### config.mk
export PLATFORM = sky130hd
export DESIGN_NAME = cf_fft_1024_ctrl
export DESIGN_NICKNAME = d
export VERILOG_FILES = /design/src/rtl/cf_fft_1024_ctrl.sv
export SDC_FILE = /design/constraint.sdc
export NUM_CORES = 1
export LEC_CHECK = 0
export BUFFER_PORTS_ARGS = -buffer_cell sky130_fd_sc_hd__buf_2
export CORE_MARGIN = 5
export CORE_UTILIZATION = 61
export CTS_BUF_LIST = sky130_fd_sc_hd__clkbuf_4 sky130_fd_sc_hd__clkbuf_8
export DETAILED_ROUTE_END_ITERATION = 16
export GPL_TIMING_DRIVEN = 0
export PLACE_DENSITY_LB_ADDON = 0.25
export RECOVER_POWER = 25
export SLEW_MARGIN = 0
export SYNTH_ARGS = -nofsm -noshare
export SYNTH_HDL_FRONTEND = slang
export SYNTH_SLANG_ARGS = --single-unit
### constraint.sdc
create_clock -name clock_c -period 3.2 [get_ports clock_c]
set_clock_uncertainty 0.05 [all_clocks]
set_input_delay 0 -clock clock_c [delete_from_list [all_inputs] [get_ports clock_c]]
set_output_delay 0 -clock clock_c [all_outputs]
set_load 0.005 [all_outputs]
### src/rtl/cf_fft_1024_ctrl.sv
`default_nettype none
// ============================================================================
// Module   : cf_fft_1024_ctrl
// Brief    : Stage/butterfly sequencer for an in-place radix-2 DIT 1024-pt FFT
// Revision : 1.0 - initial release
// ============================================================================
module cf_fft_1024_ctrl #(
  parameter int MEM_LAT = 1,
  parameter int BF_LAT  = 4
) (
  input  logic       clock_c,
  input  logic       reset_c,
  input  logic       start,
  output logic       busy,
  output logic       done,
  output logic [3:0] stage,
  output logic       rd_en,
  output logic [9:0] rd_addr_a,
  output logic [9:0] rd_addr_b,
  output logic [5:0] tw_idx,
  output logic       bf_en,
  output logic       wr_en,
  output logic [9:0] wr_addr_a,
  output logic [9:0] wr_addr_b
);

  localparam int         c_WB_LAT     = MEM_LAT + BF_LAT;
  localparam logic [3:0] c_LAST_STAGE = 4'd9;
  localparam logic [3:0] c_DRAIN_LAST = 4'(c_WB_LAT - 1);
  localparam logic [8:0] c_LAST_J     = 9'd511;

  typedef enum logic [1:0] {
    S_IDLE  = 2'd0,
    S_RUN   = 2'd1,
    S_DRAIN = 2'd2,
    S_DONE  = 2'd3
  } state_t;

  state_t     r_state, w_state_nxt;
  logic [8:0] r_j, w_j_nxt;
  logic [3:0] r_stage, w_stage_nxt;
  logic [3:0] r_dcnt, w_dcnt_nxt;

  always_ff @(posedge clock_c) begin
    if (reset_c) begin
      r_state <= S_IDLE;
      r_j     <= '0;
      r_stage <= '0;
      r_dcnt  <= '0;
    end else begin
      r_state <= w_state_nxt;
      r_j     <= w_j_nxt;
      r_stage <= w_stage_nxt;
      r_dcnt  <= w_dcnt_nxt;
    end
  end

  always_comb begin
    w_state_nxt = r_state;
    w_j_nxt     = r_j;
    w_stage_nxt = r_stage;
    w_dcnt_nxt  = r_dcnt;
    case (r_state)
      S_IDLE: begin
        if (start) begin
          w_state_nxt = S_RUN;
          w_j_nxt     = '0;
          w_stage_nxt = '0;
        end
      end
      S_RUN: begin
        w_dcnt_nxt = '0;
        w_j_nxt    = r_j + 9'd1;
        if (r_j == c_LAST_J) begin
          w_state_nxt = S_DRAIN;
        end
      end
      S_DRAIN: begin
        w_dcnt_nxt = r_dcnt + 4'd1;
        // The last write of this stage lands in the final drain cycle.
        if (r_dcnt == c_DRAIN_LAST) begin
          w_dcnt_nxt = '0;
          if (r_stage == c_LAST_STAGE) begin
            w_state_nxt = S_DONE;
          end else begin
            w_state_nxt = S_RUN;
            w_stage_nxt = r_stage + 4'd1;
            w_j_nxt     = '0;
          end
        end
      end
      S_DONE: begin
        w_state_nxt = S_IDLE;
        w_stage_nxt = '0;
      end
      default: begin
        w_state_nxt = S_IDLE;
      end
    endcase
  end

  logic       w_issue;
  logic [9:0] w_half;
  logic [8:0] w_mask;
  logic [9:0] w_j10;
  logic [8:0] w_p;
  logic [8:0] w_e;
  logic [9:0] w_addr_a;
  logic [9:0] w_addr_b;
  logic [5:0] w_tw;

  always_comb begin
    w_issue  = (r_state == S_RUN);
    w_half   = 10'd1 << r_stage;
    w_mask   = 9'(w_half - 10'd1);
    w_j10    = {1'b0, r_j};
    w_p      = r_j & w_mask;
    // Twiddle exponent scaled to the 1024-point circle, then truncated to the ROM grid.
    w_e      = w_p << (4'd9 - r_stage);
    w_tw     = 6'(w_e >> 3);
    w_addr_a = ((w_j10 >> r_stage) << (r_stage + 4'd1)) | {1'b0, w_p};
    w_addr_b = w_addr_a | w_half;
    if (!w_issue) begin
      w_addr_a = '0;
      w_addr_b = '0;
      w_tw     = '0;
    end
  end

  logic [c_WB_LAT-1:0] r_wv;
  logic [9:0]          r_wa [c_WB_LAT];
  logic [9:0]          r_wb [c_WB_LAT];
  logic [5:0]          r_tw [MEM_LAT];

  always_ff @(posedge clock_c) begin
    if (reset_c) begin
      r_wv <= '0;
      for (int i = 0; i < c_WB_LAT; i++) begin
        r_wa[i] <= '0;
        r_wb[i] <= '0;
      end
      for (int i = 0; i < MEM_LAT; i++) begin
        r_tw[i] <= '0;
      end
    end else begin
      r_wv    <= {r_wv[c_WB_LAT-2:0], w_issue};
      r_wa[0] <= w_addr_a;
      r_wb[0] <= w_addr_b;
      for (int i = 1; i < c_WB_LAT; i++) begin
        r_wa[i] <= r_wa[i-1];
        r_wb[i] <= r_wb[i-1];
      end
      r_tw[0] <= w_tw;
      for (int i = 1; i < MEM_LAT; i++) begin
        r_tw[i] <= r_tw[i-1];
      end
    end
  end

  always_comb begin
    busy      = (r_state == S_RUN) || (r_state == S_DRAIN);
    done      = (r_state == S_DONE);
    stage     = busy ? r_stage : 4'd0;
    bf_en     = busy;
    rd_en     = w_issue;
    rd_addr_a = w_addr_a;
    rd_addr_b = w_addr_b;
    tw_idx    = r_tw[MEM_LAT-1];
    wr_en     = r_wv[c_WB_LAT-1];
    wr_addr_a = wr_en ? r_wa[c_WB_LAT-1] : 10'd0;
    wr_addr_b = wr_en ? r_wb[c_WB_LAT-1] : 10'd0;
  end

endmodule
`default_nettype wire
======== Word level (Yosys, flattened, before mapping) ========
Memories as Yosys holds them, arrays and structs flattened.
Index checks and enable logic that the tools add are counted.
W data, S select, Z words.
word-level totals
  logic and storage cells ................. 85
  input port bits ......................... 3
  memories kept ........................... 3
  memory bits (writable) .................. 106
  output and inout bits ................... 55
  flip-flop bits (word level) ............. 24
memory list
  memory  depth  width  read ports  clocked after memory_dff  write ports  line  text
  r_wa    5      10     5           0                         5            131   logic [9:0] r_wa [c_WB_LAT];
  r_wb    5      10     5           0                         5            132   logic [9:0] r_wb [c_WB_LAT];
  r_tw    1      6      1           0                         1            133   logic [5:0] r_tw [MEM_LAT];
cells by class
  multiplexer cells ....................... 36
  bitwise operators ....................... 13
  add/subtract/negate cells ............... 5
  equal/unequal tests ..................... 10
  reduce and logical (&&, ||, !) cells .... 9
  shift operators ......................... 4
operator list
  cell                    number
  $mux W10                14
  $mux W9                 3
  $pmux W9 S3             1
  $mux W4                 5
  $mux W6                 2
  $pmux W4 S3             1
  $or A1 B1 Y1            10
  $or A10 B10 Y10         1
  $or A10 B9 Y10          1
  $shl A1 B4 Y10 const A  1
  $shl A10 B4 Y10         1
  $shr A9 B4 Y10          1
  $add A9 B1 Y9 const B   1
  $and A9 B9 Y9           1
  $eq A9 B9 Y1 const B    1
  $shl A9 B4 Y9           1
  $sub A9 B1 Y9 const B   1
  $add A4 B1 Y4 const B   2
  $mux W2                 4
  $pmux W2 S4             1
  $pmux W4 S2             1
  $reduce_and A4 Y1       2
  $ne A2 B2 Y1 const B    3
  $reduce_bool A3 Y1      2
  other kinds (12)        16

======== Logic depth before layout (Yosys ltp) ========
  depth after elaboration ................. 7
  mapped depth ............................ 10
  mapped depth without buffers ............ 9

======== Worst setup path before layout ========
OpenSTA, ideal clock, no wires.
  path kind ............................... register to register
  from .................................... register r_stage[0]
  to ...................................... memory r_wb[0][9]
  path buffers ............................ 3
  period minus slack after synthesis ...... 2.675 ns
  stages on the path, launching flop included .. 11
  required time ........................... 3.016 ns
  arrival ................................. 2.491 ns
  path slack .............................. 0.525 ns
  library setup time ...................... 0.134 ns
  cells stage by stage .................... dfxtp_1 > buf_4 > inv_1 > buf_2 > ha_1 > buf_1 > xor2_1 > nor3_1 > o311a_1 > a31oi_1 > a31oi_1
RTL lines
  element                 line  text
  start, declared         41    logic [3:0] r_stage, w_stage_nxt;
  start signal, assigned  53    r_stage <= w_stage_nxt;
  end, declared           132

======== Worst setup path after layout ========
  from .................................... register r_stage[0]
  to ...................................... output port rd_addr_a[2]
on the way
  word-level cells in the longest chain between the ends .. 5
  elaborated cells between the ends (all ways) .. 8
  those cells by class .................... 2 x add/sub; 3 x shift; 1 x mux; 2 x bitwise
RTL lines
  element             line  text
  $shl A1 B4 Y10      114   w_half = 10'd1 << r_stage;
  $sub A9 B1 Y9       115   w_mask = 9'(w_half - 10'd1);
  $and A9 B9 Y9       117   w_p = r_j & w_mask;
  $or A10 B9 Y10 (*)  121   w_addr_a = ((w_j10 >> r_stage) << (r_stage + 4'd1)) | {1'b0, w_p};
  $mux W10 (*)        123   if (!w_issue) begin
  end, declared       18    output logic [9:0] rd_addr_a,
Every way passes the cells marked *; elsewhere a longest branch is shown, timed or not.

==> impl_metrics.toml <==
[worst_setup_path]
crit_chain = "buf_6 > clkinvlp_4 > buf_4 > ha_4 > buf_6 > clkinvlp_4 > nand2_1 > nor2_1 > o31ai_4 > a21oi_1 > buf_2"
cp.required_ns = 3.15
crit_family = "buffers and inverters"
arrival_ns = 3.03
cp.depth = 11
crit_path_end = "rd_addr_a[2]"
worst-path-buf-inv = 6
r2r_end = "r_tw[0][3]"
crit_path_end_kind = "output port"
path_class = "flip-flop to output port"
reg2regPathDepth = 9
startpoint_type = "flip-flop"
reg2reg_slack_ns = 0.37
reg2reg_from = "r_stage[1]"
cp-startpoint = "r_stage[0]"
critPathSlowestCell = "dfxtp_4"
crit_fanout = 11
cpPeakStageDelay_ns = 0.42

[global_route]
grtUsageTotal = 0.2600
grt_pass1_vias = 4469
antenna_found_initial = 0
grt_max_degree = 17
grt_pass1_wl_mm = 23.20
grt_overflow = 0

[logic_synthesis]
synth_cell_types = 72
synthCells = 603
yosysSeqAreaShare = 0.4525
yosysMostFrequentCell = "dfxtp_1"
async_flop_share = 0
syn_avg_cell_area_um2 = 9.539
synthDominantCellAreaShare = 0.4525
synth_area_leaders = "dfxtp_1, nor2b_1, a21oi_1"
ys.flop_type = "dfxtp_1"
synth_top_area_cell = "dfxtp_1"
syn-cell-area_um2 = 5752
synth.ff_latch_count = 130
synthTopCellsByCount = "dfxtp_1, nor2b_1, a21oi_1, nor2_1, clkbuf_1"
syn_nets = 622
yosysWarningCount = 0
synth_edf_count = 0

[clock_tree]
cts-buffers-inserted = 17
root_buffer = "clkbuf_8"
clock_sinks = 130
clk_latency_ns = 0.43
cts.htree.levels = 4
path_clk_slew_ns = 0.08
cts_tree = "yes"
cts_max_path_buffers = 2

[drt]
drc = 0
wl_per_cell_um = 17.86
dr_total_vias = 4750
dr.pass1.iters = 5
drtIter0Drc = 404
wl_mm = 14.41
antenna_left = 0
vias_per_cell = 5.886

[die]
die_area_um2 = 11470
core_um2 = 9196
rows = 35
ios = 58
die_h_um = 107.1
die-width_um = 107.1
start_util = 0.6254

[final_layout]
nNetsFinal = 703
drive_gt1_frac = 0.2385
antenna_cells = 0
instances_no_fill = 807
nFillCells = 677
area_growth_pct = 18.95

[sta]
setup_viol = 0
tns_ns = 0
fin_hold_ws_ns = 0.006562
period_needed_ns = 3.080
timing.slew.headroom = 0.5577
clock.fmax_mhz = 324.7
tightest_slew_ns = 0.6634
drv_slew = 0
fin_crit_sh = 0.9625
rsz0062_at_grt = "false"
hold_violations = 0

[placed_design]
place_hpwl_mm = 10.38
dp_cells = 771
gp_congestion = 0.9314
io_buffers = 57

[flow_run]
cap_viol_max_count = 0

[pwr]
vdd_drop_max_mv = 0.3491
powerDensity_nw_per_um2 = 585.0
p_leak_nw = 2.774

[outcome]
status = "completed"

[worst_hold_path]
hold_depth = 3
hold_class = "input pin to flip-flop"
cells in the final DEF, fill, tap and decap left out, types with 6 or more instances in the layout:
cell      Yosys  routed
a31oi_1      12      10
mux2_2        7       7
a21oi_1      41      41
inv_1        16      13
buf_2         9      64
buf_4         5      11
a22oi_1       6       6
ha_1         16      14
nand3_1      12      12
nand4_1       8       8
and2_1       25      25
clkbuf_8      0      18
xor2_1       11      11
nor3_1        6       6
dfxtp_1     130     127
nor2_1       40      40
nor2b_1      89      89
clkbuf_1     28      27
nand2_1      14      14
o21ai_0       8       8
a211oi_1      8       7
nand2b_1      9       9
logic make-up after synthesis:
logic type,after synthesis,share of synthesized area
buf+inv,64,0.04960
flops,130,0.4525
compound gates,128,0.1682
mux,17,0.03480
xor+xnor,14,0.02132
simple gates,234,0.2389
fa+ha+maj,16,0.03480
worst min path at each step:
stage,startpoint,end,slack (ns)
floorplan,reset_c,r_wv[0],0.22
global placement,r_tw[0][1],tw_idx[1],0.33
detailed placement,r_tw[0][5],tw_idx[5],0.33
CTS,reset_c,r_wa[0][38],0.003
global route,reset_c,r_wa[0][29],0.02
finish,reset_c,r_wa[0][38],0.007
sequential cells by signal, indices dropped and copies added, names as in the netlist:
name and cells:
r_dcnt 4, r_j 9, r_stage 4, r_state 2, r_tw 6, r_wa 50
r_wb 50, r_wv 5
worst register-to-register path, cell delays in order (launching register included):
cell      delay [ns]
dfxtp_2         0.48
buf_4           0.24
inv_2           0.14
ha_1            0.23
clkbuf_2        0.22
o311a_1         0.41
o31ai_2         0.42
nor2_1          0.13
a211oi_1        0.26
o41ai_1         0.12
cell type report:
cell class / count / area [um^2] / share of cell area
multi-input combinational: 409 / 3009 / 0.4398
timing repair buffer: 63 / 329.1 / 0.04810
sequential: 130 / 2609 / 0.3813
tap: 111 / 138.9 / 0.02030
inverter: 17 / 75.07 / 0.01097
clock inverter: 13 / 198.9 / 0.02908
clock buffer: 18 / 247.7 / 0.03621
buffer: 46 / 234.0 / 0.03420
routing by layer:
| metal | global-route usage | vias up | routed length, um |
|---|---|---|---|
| met5 | 0 | - | 0 |
| li1 | - | 2264 | - |
| met4 | 0.08767 | 0 | 322 |
| met1 | 0.3426 | 2234 | 6159 |
| met3 | 0.05840 | 29 | 1171 |
| met2 | 0.4209 | 223 | 6760 |
power by group:
group          internal, mW  switching [mW]  total (mW)
Clock                 0.885           0.672        1.56
Sequential             1.66          0.0353        1.70
Combinational         0.263           0.483       0.747
Total                  2.81            1.19        4.00
timing repair:
| item | in CTS | in global routing |
|---|---|---|
| gates resized for setup | 25 | 13 |
| hold endpoints to repair | 0 | 0 |
| buffers inserted | 1 | 5 |
| gates cloned | 0 | 0 |
| endpoints found under the setup margin | 37 | 18 |
| hold buffers | 0 | 0 |
| pin swaps | 2 | 1 |
metrics by stage:
stage          total power, mW  setup WS (ns)  area [um^2]    util
6_report                 4.003         0.1201         6842  0.7439
3_5_place_dp             2.433        -0.2843         6176  0.6716
4_1_cts                  4.004        0.01999         6748  0.7337
2_1_floorplan            2.227         0.5249         5752       -
5_1_grt                  4.175        0.01386         6842  0.7439
3_3_place_gp             2.411        -0.3389         6176  0.6716
Power figures use the tool's default switching activity.
